==> src/rtl/memory_sequencer.sv <==
// memory_sequencer: start/done-controlled clear, fill and read sequencing for BlockMemoryStorage.
// One timer serves the clear length and all wait timeouts; it restarts on every state change.
module memory_sequencer #(
   parameter int ADDRESSBITS  = 16,
   parameter int COUNTBITS    = 16,
   parameter int CLEAR_CYCLES = 1,
   parameter int TIMEOUT      = 1024
) (
   input  logic                   clock,
   input  logic                   resetN,
   input  logic                   start,
   input  logic                   abort,
   input  logic [COUNTBITS-1:0]   numWrites,
   input  logic                   addrValid,
   input  logic [ADDRESSBITS-1:0] addrData,
   output logic                   addrAccept,
   output logic                   clearMemory,
   output logic                   newAddress,
   output logic [ADDRESSBITS-1:0] address,
   output logic                   readMemory,
   input  logic                   storageReady,
   input  logic                   readReady,
   output logic                   busy,
   output logic                   done,
   output logic                   error
);
   localparam int TW = $clog2(TIMEOUT + CLEAR_CYCLES) + 1;
   typedef enum logic [2:0] {IDLE, CLEAR, CLRWAIT, FILL, READ, RDWAIT, DONE, ERROR} state_t;
   state_t state_q, state_d;
   logic [COUNTBITS-1:0] num_q, num_d, count_q, count_d, count_inc;
   logic [TW-1:0] tmr_q, tmr_d;
   logic [ADDRESSBITS-1:0] addr_q, addr_d;
   logic new_q, new_d, accept, tmo;
   assign count_inc = count_q + COUNTBITS'(count_q != '1);
   assign tmo = tmr_q == TW'(TIMEOUT - 1);
   assign accept = state_q == FILL && addrValid && storageReady;
   always_comb begin
      state_d = state_q;
      num_d = num_q;
      count_d = count_q;
      case (state_q)
         IDLE, ERROR: if (start) begin
            state_d = CLEAR;
            num_d = numWrites;
            count_d = '0;
         end
         CLEAR: state_d = tmr_q == TW'(CLEAR_CYCLES - 1) ? CLRWAIT : CLEAR;
         CLRWAIT: state_d = storageReady ? (num_q == '0 ? READ : FILL) : (tmo ? ERROR : CLRWAIT);
         FILL: if (accept) begin
            count_d = count_inc;
            state_d = count_inc == num_q ? READ : FILL;
         end else if (!storageReady && tmo) state_d = ERROR;
         READ: state_d = RDWAIT;
         RDWAIT: state_d = readReady ? DONE : (tmo ? ERROR : RDWAIT);
         DONE: state_d = IDLE;
         default: state_d = IDLE;
      endcase
      if (abort) begin
         state_d = IDLE;
         num_d = num_q;
         count_d = count_q;
      end
      // FILL only times out while storage is stalling, so readiness restarts the wait
      tmr_d = (state_d != state_q || (state_q == FILL && storageReady)) ? '0 : tmr_q + TW'(tmr_q != '1);
      new_d = accept && !abort;
      addr_d = new_d ? addrData : addr_q;
   end
   always_ff @(posedge clock or negedge resetN) begin
      if (!resetN) begin
         state_q <= IDLE;
         num_q <= '0;
         count_q <= '0;
         tmr_q <= '0;
         addr_q <= '0;
         new_q <= 1'b0;
      end else begin
         state_q <= state_d;
         num_q <= num_d;
         count_q <= count_d;
         tmr_q <= tmr_d;
         addr_q <= addr_d;
         new_q <= new_d;
      end
   end
   assign addrAccept = accept;
   assign clearMemory = state_q == CLEAR;
   assign readMemory = state_q == READ;
   assign done = state_q == DONE;
   assign error = state_q == ERROR;
   assign busy = !(state_q inside {IDLE, DONE, ERROR});
   assign newAddress = new_q;
   assign address = addr_q;
endmodule
==> config.mk <==
export PLATFORM = sky130hd
export DESIGN_NAME = memory_sequencer
export DESIGN_NICKNAME = d
export VERILOG_FILES = /design/src/rtl/memory_sequencer.sv
export SDC_FILE = /design/constraint.sdc
export NUM_CORES = 1
export LEC_CHECK = 0
export BUFFER_PORTS_ARGS = -buffer_cell sky130_fd_sc_hd__buf_2
export CORE_MARGIN = 2
export CORE_UTILIZATION = 61
export DETAILED_ROUTE_END_ITERATION = 8
export PLACE_DENSITY = 0.85
export REMOVE_ABC_BUFFERS = 1
export SYNTH_ARGS = -nofsm -noshare
export SYNTH_HDL_FRONTEND = slang
export SYNTH_SLANG_ARGS = --single-unit
==> constraint.sdc <==
create_clock -name clock -period 6.8 [get_ports clock]
set_input_delay 1.36 -clock clock [delete_from_list [all_inputs] [get_ports clock]]
set_output_delay 1.36 -clock clock [all_outputs]
set_load 0.01 [all_outputs]
# Word-level counts from Yosys, hierarchy flattened
# Index checks and enable logic that the tools add are counted.
# W data, S select, Z words.
# totals
regBits,64
in_bits,39
out_inout_bits,23
word_cells,56
# classes
n_addsub,2
n_eq_ne,14
mux,16
bitwise_logic,1
n_reduce_logical,17
# ops
op,count
$mux W16,2
$pmux W16 S2,1
$mux W3,8
$pmux W3 S7,1
$add A16 B1 Y16,1
$eq A16 B16 Y1,1
$logic_not A16 Y1,1
$ne A16 B16 Y1 const B,1
$add A12 B1 Y12,1
$eq A12 B10 Y1 const B,1
$eq A3 B3 Y1 const B,4
$logic_not A12 Y1,1
$mux W12,1
$ne A12 B12 Y1 const B,1
$eq A3 B2 Y1 const B,2
$mux W2,3
$logic_and A1 B1 Y1,5
$ne A2 B2 Y1 const B,2
$reduce_and A4 Y1,1
$eq A3 B1 Y1 const B,1
$logic_not A1 Y1,3
$logic_not A3 Y1,1
$ne A3 B3 Y1,1
$reduce_and A3 Y1,1
other kinds (5),5

# Logic depth before layout (Yosys ltp)
# logic_depth
word_depth,10
depth_mapped,15
depth_no_buf,12

# Worst setup path before layout
# No wires, ideal clock.
# synth_timing
path_kind,register to register
startpoint,reg count_q[5]
endpoint,reg tmr_q[1]
setup_ps,134
arrival_ps,3278
required_time_ps,6666
setup_slack_ps,3388
stages_incl_launch_ff,14
path_buffers,2
synth_period_minus_slack_ps,3412
path_cell_list,dfrtp_1 -> buf_2 -> nand4_4 -> or2_4 -> or4_1 -> ha_1 -> xor2_1 -> a221o_1 -> a211o_1 -> nor4_1 -> nand4_1 -> a211oi_2 -> buf_6 -> nor3b_2
# synth_via
elab_chain_len,10
# synth_rtl
element,line_no,source
start: declaration,30,"logic [COUNTBITS-1:0] num_q, num_d, count_q, count_d, count_inc;"
start signal: assignment,79,count_q <= count_d;
$ne A16 B16 Y1,34,assign count_inc = count_q + COUNTBITS'(count_q != '1);
$add A16 B1 Y16 *,34,
$eq A16 B16 Y1 *,51,state_d = count_inc == num_q ? READ : FILL;
$mux W3 *,51,
$mux W3 *,49,FILL: if (accept) begin
$pmux W3 S7 *,41,case (state_q)
$mux W3 *,58,if (abort) begin
$ne A3 B3 Y1 *,64,tmr_d = (state_d != state_q || (state_q == FILL && storageReady)) ? '0 : tmr_q + TW'(tmr_q != '1);
$logic_or A1 B1 Y1 *,64,
$mux W12 *,64,
via tmr_d[1],31,"logic [TW-1:0] tmr_q, tmr_d;"
end signal: assignment,80,tmr_q <= tmr_d;
end: declaration,31,
# The timed path passes the listed nets; every way through them passes the cells marked *.
# A chain may end at the register's enable or synchronous reset.

# Worst setup path after layout
# layout_timing
startpoint,reg count_q[8]
endpoint,reg tmr_q[9]
# The elaborated chain is that of the path after synthesis.

==> impl_metrics.csv <==
group,metric,value,unit
finish,insertedDiodeCount,0,
timing,finalHoldViolCount,0,
synth,synth.distinct_cells,62,
timing,fin_crit_sh,0.654,
clocking,cts_tree,"built",
global_routing,grt_pass1_vias,3197,
finish,final_cell_mix,"77 x nand2_1, 64 x dfrtp_1, 61 x buf_2",
min_path,hold_path.class,"register to register",
timing,clock.fmax,0.225,GHz
clocking,cts_buffers,9,
power,ir_worst_vdd,0.000232,V
detailed_routing,avgRoutedWirePerCell,16.7,um
floorplan,ios,62,
detailed_routing,avgViaCountPerCell,6.10,
detailed_routing,num_vias,3365,
clocking,clk_pin_slew,80,ps
worst_setup_path,cp_cell_sequence,"nand2_1, nor2_1, nand3_1, or4_1, ha_1, nand4_1, nor2_1, or3_1, a2111oi_2, nand4_1, a211oi_2, nor3_2",
clocking,ctsRootBufferMaster,"clkbuf_8",
power,power_density,330,nW/um2
timing,max_slew.worst_pin.slew,1170,ps
worst_setup_path,arrival,4630,ps
floorplan,num_rows,28,
timing,setup_tns,0,ps
placed_design,dp_hpwl,6.36,mm
worst_setup_path,crit_path_top_delay_cell,"a211oi_2",
detailed_routing,drc_errors,0,
synth,synth-seq-cells,64,
clocking,clock_sinks,64,
synth,synth_area,3840,um2
clocking,clock_latency,340,ps
global_routing,grt_pass1_wl,15.6,mm
detailed_routing,ant_nets,0,
detailed_routing,wl,9.23,mm
finish,synthToLayoutAreaGrowth,13.1,%
global_routing,antenna_found_initial,0,
clocking,post_cts_buffers,0,
floorplan,die-width,83.3,um
worst_setup_path,cp_slowest_stage_delay,900,ps
worst_setup_path,critPathLaunchType,"register",
timing,clock-skew-final,7.59,ps
global_routing,grtUsageTotal,0.276,
power,p_leak,0.00197,uW
timing,slew_violations,0,
run_status,outcome,"finished, final reports clean",
worst_setup_path,crit_type,"register to register",
power,total_power,1430,uW
worst_setup_path,cp_max_fo,11,
clocking,post_cts_resized,0,
synth,syn_area_per_cell,9.06,um2
global_routing,grt_max_degree,65,
synth,synth-edff-count,0,
synth,synthCells,424,
floorplan,die_area,6950,um2
job,drv_cap,0,
clocking,htreeDepth,3,
floorplan,die_h,83.3,um
synth,yosysSeqAreaShare,0.417,
synth,synth_ff_type,"dfrtp_1",
timing,rsz0062_at_grt,"false",
timing,setup_viol,0,
worst_setup_path,critPathRequiredTime,6980,ps
clocking,cts_hold_buf,0,
placed_design,io_buffers,61,
clocking,cts_buffer_depth,2,
timing,whs,472,ps
placed_design,gp_congestion,0.978,
finish,layout-drive-gt1-share,0.247,
detailed_routing,first_pass_iters,5,
floorplan,start_util,0.641,
synth,yosys_warnings,0,
floorplan,fp.coreArea,5990,um2
finish,nNetsFinal,515,
finish,mostFrequentLayoutCell,"nand2_1",
synth,async_flop_share,1.00,
timing,slew_headroom,0.215,
detailed_routing,drt_iter0_drc,525,
worst_setup_path,end_kind,"register",
finish,fill_cells,425,
global_routing,grt_overflow,0,
finish,final_core_utilization,0.725,
timing,finalCriticalPeriod,4450,ps
[flip-flops by register name (all words and copies together), names as in the netlist]
name and flops:
address 16, count_q 16, newAddress 1, num_q 16, state_q 3, tmr_q 12
[area by class of cell]
type | count | area [um2] | area share
repair buffers | 63 | 320 | 0.0738
clock inverters | 6 | 92.6 | 0.0213
clock buffers | 10 | 128 | 0.0294
well taps | 75 | 93.8 | 0.0216
inverters | 14 | 52.6 | 0.0121
flip-flops and latches | 64 | 1600 | 0.369
multi-input cells | 320 | 2050 | 0.473
[synth_stat cells, types with 3 or more instances]
| library cell | n | area [um2] |
|---|---|---|
| mux2_2 | 16 | 180 |
| nand2b_1 | 3 | 18.8 |
| clkbuf_1 | 13 | 48.8 |
| nor2b_1 | 4 | 25.0 |
| nand2_1 | 77 | 289 |
| or3_1 | 4 | 25.0 |
| ha_1 | 4 | 50.1 |
| xor2_1 | 12 | 105 |
| nor4_1 | 9 | 56.3 |
| or4_1 | 3 | 22.5 |
| inv_1 | 14 | 52.6 |
| dfrtp_1 | 64 | 1600 |
| o21ai_0 | 29 | 145 |
| o31ai_1 | 4 | 30.0 |
| buf_4 | 3 | 22.5 |
| nor2_1 | 31 | 116 |
| nor3_1 | 6 | 30.0 |
| a31oi_1 | 8 | 50.1 |
| nand3_1 | 14 | 70.1 |
| a21oi_1 | 14 | 70.1 |
| nor3_2 | 10 | 100 |
| nand4_1 | 10 | 62.6 |
| buf_2 | 7 | 35.0 |
| xnor2_1 | 16 | 140 |
| a211o_1 | 3 | 26.3 |
[power breakdown]
group | internal (uW) | switching (uW) | leakage (uW) | total, uW
clock | 208 | 159 | 0.000103 | 367
sequential | 490 | 118 | 0.000847 | 608
combinational | 214 | 244 | 0.00102 | 459
[metal layers]
layer  vias to the layer above  GRT usage  wire [um]
met3                        15     0.0487        693
met4                         0     0.0894        142
met5                         -          0          0
li1                       1591          -          -
met2                       162      0.430       4340
met1                      1597      0.392       4060
[worst max-delay path, delay by kind of cell (launching register included)]
family / cells / cell delay, ps
flip-flops: 1 / 540
AND/OR/NAND/NOR: 9 / 2220
AO/OA/AOI/OAI: 2 / 1220
adder cells (fa/ha/maj): 1 / 280
[kinds of logic after synthesis]
| group | Yosys count | synth area share |
|---|---|---|
| muxes | 17 | 0.0495 |
| AOI/OAI and AO/OA | 80 | 0.141 |
| xor gates and xnor gates | 28 | 0.0639 |
| adders and majority gates | 4 | 0.0130 |
| and+or+nand+nor | 191 | 0.268 |
| buffers and inverters | 40 | 0.0482 |
| DFF | 64 | 0.417 |
[metrics by stage]
step | cell area (um2) | setup WS (ps) | std cells
after floorplan | 3710 | 2980 | 398
after global placement | 4120 | 2590 | 536
after detailed placement | 4120 | 2490 | 536
after CTS | 4340 | 2460 | 552
after global routing | 4340 | 2100 | 552
final | 4340 | 2350 | 552
[final timing paths]
check	depth (start not counted)	start	slack [ps]	endpoint
setup / recovery	12	count_q[8]	2350	tmr_q[9]
hold / removal	2	address[15]	470	address[15]
setup reg to reg	12	count_q[8]	2350	tmr_q[9]
hold reg to reg	2	address[15]	470	address[15]
max in group asynchronous	2	resetN	5100	address[9]
min in group asynchronous	2	resetN	1170	count_q[11]
Power figures use the tool's default switching activity.
